[config.mk]
export PLATFORM = sky130hd
export DESIGN_NAME = pc_adder
export DESIGN_NICKNAME = d
export VERILOG_FILES = /design/src/rtl/pc_adder_pkg.sv /design/src/rtl/pc_adder_cla4_group.sv /design/src/rtl/pc_adder.sv
export SDC_FILE = /design/constraint.sdc
export NUM_CORES = 1
export LEC_CHECK = 0
export CAP_MARGIN = 20
export CORE_ASPECT_RATIO = 1.4
export CORE_MARGIN = 2
export CORE_UTILIZATION = 43
export DETAILED_ROUTE_END_ITERATION = 8
export GPL_ROUTABILITY_DRIVEN = 0
export PLACE_DENSITY = 0.87
export SLEW_MARGIN = 20
export SYNTH_ARGS = -nofsm -noshare
export SYNTH_HDL_FRONTEND = slang
export SYNTH_SLANG_ARGS = --single-unit
[constraint.sdc]
create_clock -name clk -period 11.8 [get_ports clk]
set_input_delay 3.54 -clock clk [delete_from_list [all_inputs] [get_ports clk]]
set_output_delay 3.54 -clock clk [all_outputs]
set_load 0.02 [all_outputs]
[src/rtl/pc_adder_pkg.sv]
`default_nettype none
// ============================================================================
// Module      : pc_adder_pkg
// Description : Shared types, group width and flag helper for pc_adder.
// Revision    : 1.0 - initial release
// ============================================================================
package pc_adder_pkg;

    localparam int GROUP_W = 4;

    // Bit order matches flags_q: {carry, overflow, zero, negative}.
    typedef struct packed {
        logic carry;
        logic overflow;
        logic zero;
        logic negative;
    } flags_t;

    function automatic flags_t calc_flags(
        input logic a_msb,
        input logic b_msb,
        input logic sum_msb,
        input logic carry,
        input logic sum_is_zero
    );
        flags_t f;
        f.carry    = carry;
        f.overflow = (a_msb == b_msb) && (sum_msb != a_msb);
        f.zero     = sum_is_zero;
        f.negative = sum_msb;
        return f;
    endfunction

endpackage
`default_nettype wire

[src/rtl/pc_adder_cla4_group.sv]
`default_nettype none
// ============================================================================
// Module      : cla4_group
// Description : Four-bit carry-lookahead group with group generate/propagate.
// Revision    : 1.0 - initial release
// ============================================================================
module cla4_group
    import pc_adder_pkg::*;
(
    input  logic [GROUP_W-1:0] a,
    input  logic [GROUP_W-1:0] b,
    input  logic               cin,
    output logic [GROUP_W-1:0] sum,
    output logic               g,
    output logic               p
);

    logic [GROUP_W-1:0] w_g;
    logic [GROUP_W-1:0] w_p;
    logic [GROUP_W-1:0] w_c;

    assign w_g = a & b;
    assign w_p = a ^ b;

    assign w_c[0] = cin;
    assign w_c[1] = w_g[0] | (w_p[0] & cin);
    assign w_c[2] = w_g[1] | (w_p[1] & w_g[0]) | (w_p[1] & w_p[0] & cin);
    assign w_c[3] = w_g[2] | (w_p[2] & w_g[1]) | (w_p[2] & w_p[1] & w_g[0])
                  | (w_p[2] & w_p[1] & w_p[0] & cin);

    assign sum = w_p ^ w_c;

    // Group terms exclude cin so the second level can resolve carries in parallel.
    assign g = w_g[3] | (w_p[3] & w_g[2]) | (w_p[3] & w_p[2] & w_g[1])
             | (w_p[3] & w_p[2] & w_p[1] & w_g[0]);
    assign p = &w_p;

endmodule
`default_nettype wire

[src/rtl/pc_adder.sv]
`default_nettype none
// ============================================================================
// Module      : pc_adder
// Description : N-bit two-level CLA adder for next-PC with flags and trace regs.
// Revision    : 1.0 - initial release
// ============================================================================
module pc_adder
    import pc_adder_pkg::*;
#(
    parameter int N = 32
) (
    input  logic         clk,
    input  logic         reset,
    input  logic [N-1:0] address,
    input  logic [N-1:0] b,
    output logic [N-1:0] pc_new,
    output logic         carry_out,
    output logic         overflow,
    output logic         zero,
    output logic         negative,
    output logic [N-1:0] pc_q,
    output logic [3:0]   flags_q
);

    localparam int c_GROUPS = N / GROUP_W;

    logic [c_GROUPS-1:0] w_grp_g;
    logic [c_GROUPS-1:0] w_grp_p;
    logic [c_GROUPS-1:0] w_grp_cin;
    logic                w_cout;
    flags_t              w_flags;
    logic [N-1:0]        r_pc;
    flags_t              r_flags;

    generate
        for (genvar k = 0; k < c_GROUPS; k++) begin : g_grp
            cla4_group u_grp (
                .a   (address[k*GROUP_W +: GROUP_W]),
                .b   (b[k*GROUP_W +: GROUP_W]),
                .cin (w_grp_cin[k]),
                .sum (pc_new[k*GROUP_W +: GROUP_W]),
                .g   (w_grp_g[k]),
                .p   (w_grp_p[k])
            );
        end
    endgenerate

    // Second-level chain operates only on group G/P, never on group sums.
    always_comb begin
        logic c;
        c         = 1'b0;
        w_grp_cin = '0;
        for (int k = 0; k < c_GROUPS; k++) begin
            w_grp_cin[k] = c;
            c            = w_grp_g[k] | (w_grp_p[k] & c);
        end
        w_cout = c;
    end

    assign w_flags   = calc_flags(address[N-1], b[N-1], pc_new[N-1], w_cout, ~|pc_new);
    assign carry_out = w_flags.carry;
    assign overflow  = w_flags.overflow;
    assign zero      = w_flags.zero;
    assign negative  = w_flags.negative;

    always_ff @(posedge clk) begin
        if (reset) begin
            r_pc    <= '0;
            r_flags <= '0;
        end else begin
            r_pc    <= pc_new;
            r_flags <= w_flags;
        end
    end

    assign pc_q    = r_pc;
    assign flags_q = r_flags;

endmodule
`default_nettype wire

; ---- After elaboration in Yosys (flattened, before gate mapping)
; Cells that the tools add are included.
[totals]
register_bits = 36
inputBits = 66
out_inout_bits = 72
elab_cells = 231
[op_classes]
eq_ne = 2
bitwise_logic = 214
n_reduce_logical = 10
[op_table]
columns = cell, n
row1 = AND 1 bit, 114
row2 = bitwise OR 1 bit, 76
row3 = XOR 4 bit, 16
row4 = AND 4 bit, 8
row5 = OR reduction 32 bit, 1
row6 = AND reduction 4 bit, 7
row7 = == test 1 bit, 1
row8 = logical AND 1 bit, 1
row9 = zero test 1 bit, 1
row10 = inequality test 1 bit, 1

; ---- Longest topological paths before layout
; Gate-level depths: netlist of run 1.
[logic_depth]
ltp_word = 22
depth_mapped = 16
depth_no_buf = 15

; ---- Hierarchy
; A second synthesis of run 1 with hierarchy kept.
[unflattened]
hier_cells = 283
hier_area_um2 = 2598.7
[modules_own_cells]
columns = module, instances, cells_each, area_each_um2, seq_area_each_um2
row1 = cla4_group, 8, 22, 182.7, 0.0
row2 = pc_adder, 1, 107, 1137.3, 700.7

; ---- Worst setup path after synthesis of run 1
; Ideal clock, no wire load.
[synth_path]
kind = input-to-output
start = input b[5]
end = output zero
arrival_ps = 7296
t_required_ps = 8260
setup_slack_ps = 964
path_stages = 14
path_buffers = 0
cell_sequence = ha_1 > a21o_1 > a311o_1 > a211o_1 > a211o_2 > nor2_1 > inv_1 > fa_1 > or4_1 > nor4_1 > nand4_1 > nor4_1 > nand4_1 > nor3_1
[synth_between]
elab_cells_between_ends = 78
classes_between = 75 x bitwise / 3 x reduce/logical
[synth_rtl]
columns = element, line_no
row1 = "start, declared", pc_adder.sv:15  ; input logic [N-1:0] b,
row2 = AND 4 bit or XOR 4 bit (tied branches), "pc_adder_cla4_group.sv:22, pc_adder_cla4_group.sv:23"
row3 = AND 1 bit (on tied branches), "pc_adder_cla4_group.sv:34, pc_adder_cla4_group.sv:35"
row4 = bitwise OR 1 bit or AND 1 bit (tied branches), "pc_adder_cla4_group.sv:34, pc_adder_cla4_group.sv:35"
row5 = bitwise OR 1 bit, pc_adder_cla4_group.sv:35  ; | (w_p[3] & w_p[2] & w_p[1] & w_g[0]);
row6 = bitwise OR 1 bit *, pc_adder.sv:55  ; c = w_grp_g[k] | (w_grp_p[k] & c);
row7 = AND 1 bit *, pc_adder.sv:55
row8 = bitwise OR 1 bit *, pc_adder.sv:55
row9 = AND 1 bit *, pc_adder.sv:55
row10 = bitwise OR 1 bit *, pc_adder.sv:55
row11 = AND 1 bit *, pc_adder.sv:55
row12 = bitwise OR 1 bit *, pc_adder.sv:55
row13 = AND 1 bit *, pc_adder.sv:55
row14 = bitwise OR 1 bit *, pc_adder.sv:55
row15 = XOR 4 bit *, pc_adder_cla4_group.sv:31  ; assign sum = w_p ^ w_c;
row16 = named net pc_new[24], pc_adder.sv:16  ; output logic [N-1:0] pc_new,
row17 = OR reduction 32 bit *, pc_adder.sv:60  ; assign w_flags = calc_flags(address[N-1], b[N-1], pc_new[N-1], w_cout, ~|pc_new);
row18 = zero test 1 bit *, pc_adder.sv:60
row19 = "end, declared", pc_adder.sv:19  ; output logic zero,
; The timed path passes the listed nets; every way through them passes the cells marked *.

; ---- Final worst setup path of run 1
[layout_path]
start = input b[5]
end = output zero
[layout_between]
elab_chain_len = 20
elab_cells_between_ends = 78
classes_between = 75 x bitwise / 3 x reduce/logical
[layout_rtl]
columns = element, line_no
row1 = AND 4 bit or XOR 4 bit (tied branches), "pc_adder_cla4_group.sv:22, pc_adder_cla4_group.sv:23"
row2 = AND 1 bit (on tied branches), "pc_adder_cla4_group.sv:34, pc_adder_cla4_group.sv:35"
row3 = bitwise OR 1 bit or AND 1 bit (tied branches), "pc_adder_cla4_group.sv:34, pc_adder_cla4_group.sv:35"
row4 = bitwise OR 1 bit, pc_adder_cla4_group.sv:35
row5 = bitwise OR 1 bit, pc_adder.sv:55
row6 = AND 1 bit, pc_adder.sv:55
row7 = bitwise OR 1 bit, pc_adder.sv:55
row8 = AND 1 bit, pc_adder.sv:55
row9 = (+4 left out), n/a
row10 = bitwise OR 1 bit, pc_adder.sv:55
row11 = AND 1 bit, pc_adder.sv:55
row12 = bitwise OR 1 bit, pc_adder.sv:55
row13 = AND 1 bit (on tied branches), "pc_adder_cla4_group.sv:26, pc_adder_cla4_group.sv:27, pc_adder_cla4_group.sv:29"
row14 = bitwise OR 1 bit (on tied branches), "pc_adder_cla4_group.sv:26, pc_adder_cla4_group.sv:27, pc_adder_cla4_group.sv:29"
row15 = XOR 4 bit, pc_adder_cla4_group.sv:31
row16 = OR reduction 32 bit *, pc_adder.sv:60
row17 = zero test 1 bit *, pc_adder.sv:60
; Every way passes the cells marked *; elsewhere a longest branch is shown, timed or not.

==> flow_metrics.tcl, run 1 <==
set metrics [dict create \
    synth_area_um2 2620 \
    wirelength_um 8390 \
    synth_top_area_share_pct 26.7 \
    hold_viol_final 0 \
    n_antenna_cell 0 \
    relSlewSlack_pct 60.7 \
    dp_hpwl_um 6980 \
    yosys.cell_count.top_type "dfxtp_1" \
    maxCapViolCount 0 \
    status "complete, no violations" \
    die_w_um 70 \
    grt_max_degree 36 \
    cp-end-kind "output port" \
    area_growth_pct 59.8 \
    rows 33 \
    setup_viol_count_final 0 \
    fin_ws_ps 308 \
    grt_overflow 0 \
    power.total_w 0.000532 \
    finalCriticalPeriod_ps 11490 \
    p_per_area_nw_per_um2 127 \
    finalMaxSlewViolations 0 \
    cp-startpoint "b[5]" \
    routed-wl-met2_um 4420 \
    grt_pass1_vias 2762 \
    synth_flop_cell "dfxtp_1" \
    synth_edf_count 0 \
    clockBufferDepth 2 \
    nNetsFinal 542 \
    viasPerCell 5.60 \
    drt-met1-wl_um 3160 \
    h-tree-depth 2 \
    wl_met3_um 470 \
    syn_inst 296 \
    cts.sinks 35 \
    leakage_nw 1.75 \
    grt_pass1_wl_um 13000 \
    clkTransAtPathRegs_ps 70 \
    placed_cells_incl_taps 499 \
    fin_area_um2 4190 \
    yosys_register_bits 35 \
    drive_above_1_share_pct 5.03 \
    crit_path_max_fanout 5 \
    synthTopCellsByArea "dfxtp_1 (27%), ha_1 (15%), nor2b_1 (6.4%)" \
    ir_worst_vdd_mv 0.106 \
    crit_type "in -> out" \
    core_um2 5860 \
    ys_seq_area_share_pct 26.7 \
    io_pins 138 \
    dieArea_um2 6750 \
    critPathCapture "zero" \
    yosys_warnings 0 \
    ys_top_cells_by_count "dfxtp_1 (35), ha_1 (32), nor2b_1 (27)" \
    grt_usage_pct 24.4 \
    grt_antenna_before_repair 0 \
    wire_per_inst_um 16.5 \
    port-buffer-count 137 \
    numCtsBuffers 5 \
    worst-slew-pin-transition_ps 583 \
    period_share_pct 97.4 \
    cp.arrival_ps 7950 \
    ctsRootBufferMaster "clkbuf_8" \
    drcViolationCount 0 \
    worstPathRequired_ps 8260 \
    instances_no_fill 507 \
    fmaxAchievable_mhz 87.0 \
    drt_iter0_markers 133 \
    startpoint_type "input pin" \
    ant_nets 0 \
    place_area_um2 4070 \
    dr.pass1.iters 4 \
    yosysUniqueCellTypes 52 \
    die_height_um 96.4 \
    synthArstFlopShare_pct 0 \
    hp-class "in -> reg" \
    initial_core_util_pct 44.7 \
    syn_nets 402 \
    top_layer "met4" \
    syn_area_per_cell_um2 8.86 \
    yosysTopAreaCell "dfxtp_1" \
    vias 2838 \
    cts_tree "built" \
    post-place-ws_ps -16.3 \
]
[placed cells by master, fill, tap and decap left out, types with 8 or more instances in the layout]
cell,instances
xor2_1,10
a21o_1,8
dfxtp_1,35
ha_1,32
nand2_1,15
inv_1,15
nor2_1,17
fa_1,8
xnor2_1,8
a21oi_1,22
clkdlybuf4s50_1,136
nand4_1,8
nor2b_1,27
o21ai_0,9
nor3_1,8
[sequential cells by signal, indices dropped and copies added, names as in the netlist]
signal / cells
pc_q: 32
flags_q: 3
[critical path: stages]
cell and delay [ps]:
clkdlybuf4s50_1 420, ha_1 350, a21o_1 170, a311o_1 410, a211o_1 340, a211o_2 350, nor2_1 130, inv_1 70
fa_1 470, or4_1 480, nor4_1 180, nand4_1 140, nor4_2 170, nand4_1 190, nor3_1 180, clkdlybuf4s15_1 340
[area by class of cell]
class	instances	area, µm²
Clock buffer	5	68.8
Clock inverter	3	43.8
Inverter	15	56.3
Tap cell	70	87.6
Multi-Input combinational cell	238	1830
Fill cell	455	1670
Sequential cell	35	701
Timing Repair Buffer	141	1400
[worst min path at each step]
stage	startpoint	end	slack [ps]	depth (start not counted)
final	address[31]	flags_q[2]$_SDFF_PP0_	4020	3
after global routing	address[31]	flags_q[2]$_SDFF_PP0_	4060	3
after global placement	address[31]	flags_q[2]$_SDFF_PP0_	4290	3
after floorplan	reset	pc_q[10]$_SDFF_PP0_	3610	1
after detailed placement	address[31]	flags_q[2]$_SDFF_PP0_	4310	3
after CTS	address[31]	flags_q[2]$_SDFF_PP0_	4020	3
[metal layers]
layer | vias to the layer above | global-route usage (%)
li1 | 1361 | -
met1 | 1311 | 26.2
met2 | 136 | 46.3
met3 | 30 | 3.94
met4 | 0 | 11.9
met5 | - | 0
[cells by family after synthesis]
family	after synthesis	share of synthesized area [%]
AOI/OAI and AO/OA	73	19.5
xor gates and xnor gates	18	6.01
adders and majority gates	40	21.4
buffers and inverters	23	3.63
DFF	35	26.7
muxes	3	1.19
and+or+nand+nor	104	21.6
[power breakdown]
part           internal [W]  switching (W)
Clock             0.0000628      0.0000434
Sequential         0.000134     0.00000448
Combinational      0.000137       0.000151
[timing repair]
action,in CTS,in global routing
gates resized for setup,1,2
endpoints found under the setup margin,1,1
buffers inserted,0,0
hold buffers,0,0
[through the flow]
stage                     utilization, %  hold WS [ps]  setup TNS [ps]
final                               71.5          4020               0
after global routing                71.5          4060           -21.3
after CTS                           71.4          4020               0
after detailed placement            69.5          4310           -16.3
after global placement              69.5          4290               0
after floorplan                        -          3610               0
(Power assumes the default switching activity.)
==> run 2: changes to the inputs <==
--- a/config.mk
+++ b/config.mk
@@ -6,12 +6,15 @@
 export NUM_CORES = 1
 export LEC_CHECK = 0
 export CAP_MARGIN = 20
+export CELL_PAD_IN_SITES_DETAIL_PLACEMENT = 0
+export CELL_PAD_IN_SITES_GLOBAL_PLACEMENT = 2
 export CORE_ASPECT_RATIO = 1.4
 export CORE_MARGIN = 2
-export CORE_UTILIZATION = 43
+export CORE_UTILIZATION = 23
 export DETAILED_ROUTE_END_ITERATION = 8
 export GPL_ROUTABILITY_DRIVEN = 0
-export PLACE_DENSITY = 0.87
+export PLACE_DENSITY_LB_ADDON = 0.1
+export REMOVE_ABC_BUFFERS = 1
 export SLEW_MARGIN = 20
 export SYNTH_ARGS = -nofsm -noshare
 export SYNTH_HDL_FRONTEND = slang
==> run 2 against run 1 <==
Net effect:
- global-route usage decreased by 8.8 points
- clock power increased by 26%
- die area increased by 82%
- largest power group unchanged
- largest cell class unchanged
- critical path depth unchanged
- core utilization decreased by 33 points
- sequential share of layout area decreased by 0.65 points
- sequential cell count unchanged
==> flow_metrics.tcl, run 2 (synthesis results as in run 1) <==
set metrics [dict create \
    period_share_pct 95.7 \
    die_w_um 94.2 \
    die_height_um 130 \
    post_cts_buffers 0 \
    switchingPower_w 0.000211 \
    ant_nets 0 \
    placed_cells_incl_taps 579 \
    finalMaxSlewViolations 0 \
    dieArea_um2 12300 \
    h-tree-depth 2 \
    p_per_area_nw_per_um2 129 \
    ir_worst_vdd_mv 0.0531 \
    relSlewSlack_pct 55.8 \
    n_antenna_cell 0 \
    core_um2 11200 \
    clkPwrFrac_pct 23.9 \
    nNetsFinal 548 \
    wirelength_um 9650 \
    drcViolationCount 0 \
    p_int_w 0.000350 \
    place_area_um2 4210 \
    globalRoute.busiestLayer "met2" \
    dp_hpwl_um 8010 \
    hold_viol_final 0 \
    startpoint_type "input pin" \
    grt_usage_pct 15.6 \
    crit_path_max_fanout 5 \
    worst-slew-pin-transition_ps 657 \
    globalRouteMet3Util_pct 3.41 \
    finalCriticalPeriod_ps 11300 \
    final_common_cell "clkdlybuf4s50_1" \
    cp.arrival_ps 7760 \
    wire_per_inst_um 16.4 \
    drt_iter0_markers 60 \
    setup_tns_ps 0 \
    fmaxAchievable_mhz 88.5 \
    status "complete, no violations" \
    rsz0062_at_grt "false" \
    grt_max_degree 36 \
    grt_overflow 0 \
    post-place-ws_ps 29.4 \
    setup_viol_count_final 0 \
    port-buffer-count 137 \
    fin_hold_ws_ps 4010 \
    maxCapViolCount 0 \
    cts.sinks 35 \
    seqPwrFrac_pct 24.5 \
    p_sw_share_pct 37.7 \
    clkTransAtPathRegs_ps 60 \
    final_cell_mix "clkdlybuf4s50_1 (136), dfxtp_1 (35), ha_1 (32)" \
    io_pins 138 \
    cp-end-kind "output port" \
    initial_core_util_pct 23.4 \
    cp-startpoint "b[7]" \
    grt_antenna_before_repair 0 \
    grt_use_met1_pct 17.1 \
    fin_area_um2 4360 \
    drive_above_1_share_pct 6.09 \
    clockBufferDepth 2 \
    critPathCapture "zero" \
    crit_type "in -> out" \
    grt_pass1_vias 2763 \
    worstPathRequired_ps 8260 \
    cts_tree "built" \
    hp-class "in -> reg" \
    fin_ws_ps 505 \
    instances_no_fill 587 \
    area_growth_pct 66.3 \
    vias 2735 \
    pwr-share-comb_pct 51.7 \
    dr.pass1.iters 4 \
    largest_reg_flops 32 \
    rows 46 \
    ctsRootBufferMaster "clkbuf_16" \
    viasPerCell 4.66 \
    grt_use_met2_pct 28.9 \
    grt_pass1_wl_um 14300 \
    leakage_nw 1.81 \
    numCtsBuffers 5 \
]
run 2: worst max-delay path, cell delays in order:
cell,delay [ps]
clkdlybuf4s50_1,410
ha_1,360
and2_4,160
a311o_1,370
a211o_1,330
a211o_2,310
nor2_1,130
inv_1,70
fa_1,480
or4_1,480
nor4_1,190
nand4_1,150
nor4_2,200
nand4_1,170
nor3_1,150
dlymetal6s2s_1,260
run 2: how the worst min path moves through the flow:
stage                start               endpoint  slack, ps  cells past startpoint
2_1_floorplan        reset  flags_q[3]$_SDFF_PP0_       3610                      1
6_report       address[31]  flags_q[2]$_SDFF_PP0_       4010                      3
5_1_grt        address[31]  flags_q[2]$_SDFF_PP0_       4030                      3
4_1_cts        address[31]  flags_q[2]$_SDFF_PP0_       4010                      3
3_3_place_gp   address[31]  flags_q[2]$_SDFF_PP0_       4300                      3
3_5_place_dp   address[31]  flags_q[2]$_SDFF_PP0_       4310                      3
run 2: routing by layer:
metal,wire (µm),part of all wire [%],up-vias
li1,-,-,1372
met1,3760,39,1257
met2,5040,52,92
met3,573,5.9,14
met4,273,2.8,0
met5,0,0,-
run 2: repair_timing:
item                                    CTS  global route
hold buffers                              0             0
endpoints found under the setup margin    0             1
resized for setup                         0             2
run 2: power groups by stage:
stage | Combinational [W] | Clock, W | Sequential [W]
after global placement | 0.000295 | 0 | 0.000140
final | 0.000290 | 0.000134 | 0.000137
after floorplan | 0.000129 | 0 | 0.000161
after global routing | 0.000314 | 0.000145 | 0.000139
after detailed placement | 0.000293 | 0 | 0.000140
after CTS | 0.000295 | 0.000142 | 0.000138
run 2: area by class of cell:
cell class	count	area, µm²
fill	1220	6860
multi-input combinational	238	1830
timing repair buffer	147	1450
sequential	35	701
tap	144	180
clock buffer	6	129
inverter	15	56.3
clock inverter	2	12.5
run 2: per-stage QoR:
stage / total power (W) / utilization [%]
after floorplan: 0.000290 / -
after global placement: 0.000434 / 37.5
after detailed placement: 0.000433 / 37.5
after CTS: 0.000574 / 38.8
after global routing: 0.000598 / 38.9
final: 0.000562 / 38.9
==> run 3: changes to the inputs <==
--- a/config.mk
+++ b/config.mk
@@ -13,7 +13,7 @@
 export CORE_UTILIZATION = 23
 export DETAILED_ROUTE_END_ITERATION = 8
 export GPL_ROUTABILITY_DRIVEN = 0
-export PLACE_DENSITY_LB_ADDON = 0.1
+export PLACE_DENSITY_LB_ADDON = 0.25
 export REMOVE_ABC_BUFFERS = 1
 export SLEW_MARGIN = 20
 export SYNTH_ARGS = -nofsm -noshare
==> run 3 against run 2 <==
Net effect:
- sequential power hardly changed
- global-route usage shrank 0.49 points
- non-clock buffer count fell by 1
- combinational power about the same
- core utilization grew 0.11 points
- sequential cell count did not move
- setup slack worse by 73 ps
- sequential share of layout area about the same
- first-iteration DRC count decreased by 12%
- via count down 1.2%
- fmax shrank 0.65%
- critical endpoint unchanged
==> flow_metrics.tcl, run 3 (synthesis results as in run 1) <==
set metrics [dict create \
    ff_latch_area_um2 701 \
    grt_max_degree 36 \
    wirelength_um 9200 \
    status "complete, no violations" \
    ctsRootBufferMaster "clkbuf_16" \
    p_per_area_nw_per_um2 133 \
    drive_above_1_share_pct 6.33 \
    fin_ws_ps 432 \
    die_w_um 94.2 \
    grt_usage_pct 15.1 \
    relSlewSlack_pct 59.5 \
    initial_core_util_pct 23.4 \
    area_growth_pct 66.7 \
    fmaxAchievable_mhz 88.0 \
    holdCritStartpoint "address[31]" \
    crit_type "in -> out" \
    rows 46 \
    period_share_pct 96.3 \
    setup_viol_count_final 0 \
    grt_overflow 0 \
    clkTransAtPathRegs_ps 60 \
    n_antenna_cell 0 \
    placed_cells_incl_taps 578 \
    startpoint_type "input pin" \
    worstPathCellList "clkdlybuf4s50_1 > ha_1 > a21o_1 > a311o_1 > a211o_1 > a211o_2 > nor2_1 > inv_1 > fa_1 > or4_1 > nor4_1 > nand4_1 > nor4_2 > nand4_1 > nor3_1 > clkbuf_2" \
    crit_family "simple AND/OR/NAND/NOR gates" \
    post_cts_buffers 0 \
    leakage_nw 1.80 \
    grt_pass1_vias 2821 \
    wire_per_inst_um 15.7 \
    slowest_stage "or4_1" \
    crit_path_max_fanout 5 \
    final_common_cell "clkdlybuf4s50_1" \
    drt_iter0_markers 53 \
    hold_viol_final 0 \
    final_cell_mix "clkdlybuf4s50_1 (136), dfxtp_1 (35), ha_1 (32)" \
    clockBufferDepth 2 \
    viasPerCell 4.61 \
    port-buffer-count 137 \
    die_height_um 130 \
    dp_hpwl_um 7790 \
    cp-end-kind "output port" \
    largest_reg_flops 32 \
    post-place-ws_ps -107 \
    io_pins 138 \
    final_core_util_pct 39.0 \
    multi_input_area_um2 1830 \
    ir_worst_vdd_mv 0.0486 \
    h-tree-depth 2 \
    cts_tree "built" \
    hp-class "in -> reg" \
    holdPathStages 3 \
    grt_antenna_before_repair 0 \
    nNetsFinal 547 \
    fill_cells 1166 \
    cts.hold.buffers_added 0 \
    rsz0062_at_grt "false" \
    ant_nets 0 \
    worst-slew-pin-transition_ps 602 \
    drcViolationCount 0 \
    numCtsBuffers 5 \
    cp_slowest_stage_delay_ps 490 \
    finalCriticalPeriod_ps 11370 \
    grt_pass1_wl_um 14200 \
    vias 2701 \
    dr.pass1.iters 4 \
    finalMaxSlewViolations 0 \
    cts.sinks 35 \
    dieArea_um2 12300 \
    crit_buf_inv 3 \
    maxCapViolCount 0 \
    instances_no_fill 586 \
    critPathMostFrequentCell "nand4_1" \
    min_to "flags_q[2]$_SDFF_PP0_" \
    core_um2 11200 \
    worstPathRequired_ps 8260 \
    cp.arrival_ps 7830 \
]
-- run 3: worst max-delay path by stage --
stage          from  endpoint  slack, ps  depth (start not counted)
2_1_floorplan  b[5]      zero        960                         14
3_3_place_gp   b[7]      zero        130                         16
3_5_place_dp   b[7]      zero       -110                         16
4_1_cts        b[4]      zero        170                         16
5_1_grt        b[4]      zero        100                         16
6_report       b[4]      zero        430                         16
-- run 3: where the power goes --
| part | switching, W | internal (W) | total, W | leakage (nW) |
|---|---|---|---|---|
| logic | 0.000150 | 0.000139 | 0.000289 | 1.43 |
| registers | 0.00000376 | 0.000134 | 0.000138 | 0.291 |
| clock network | 0.0000541 | 0.0000996 | 0.000154 | 0.0838 |
| total | 0.000208 | 0.000373 | 0.000581 | 1.80 |
-- run 3: layer usage --
layer | global-route usage, % | share of wire, % | vias up
li1 | - | - | 1366
met1 | 16.0 | 38 | 1236
met2 | 29.8 | 55 | 91
met3 | 1.96 | 5.4 | 8
met4 | 5.71 | 1.7 | 0
met5 | 0 | 0 | -
-- run 3: what timing repair did --
| item | 4_1_cts | 5_1_grt |
|---|---|---|
| setup endpoints to repair | 1 | 1 |
| gates resized for setup | 1 | 4 |
| hold endpoints to repair | 0 | 0 |
-- run 3: per-stage QoR --
| step | area, µm² | power [W] | hold WS, ps | TNS, ps |
|---|---|---|---|---|
| global placement | 4200 | 0.000433 | 4290 | 0 |
| floorplan | 2580 | 0.000290 | 3610 | 0 |
| detailed placement | 4200 | 0.000433 | 4310 | -107 |
| global route | 4370 | 0.000616 | 4040 | 0 |
| CTS | 4370 | 0.000591 | 4020 | 0 |
| finish | 4370 | 0.000581 | 4020 | 0 |
-- run 3: final cells by class --
| cell class | instances | share of cell area (%) |
|---|---|---|
| clock buffers | 5 | 2.86 |
| clock inverters | 3 | 1.00 |
| inverters | 15 | 1.29 |
| multi-input cells | 238 | 41.9 |
| flip-flops and latches | 35 | 16.0 |
| well taps | 144 | 4.12 |
| repair buffers | 146 | 32.8 |
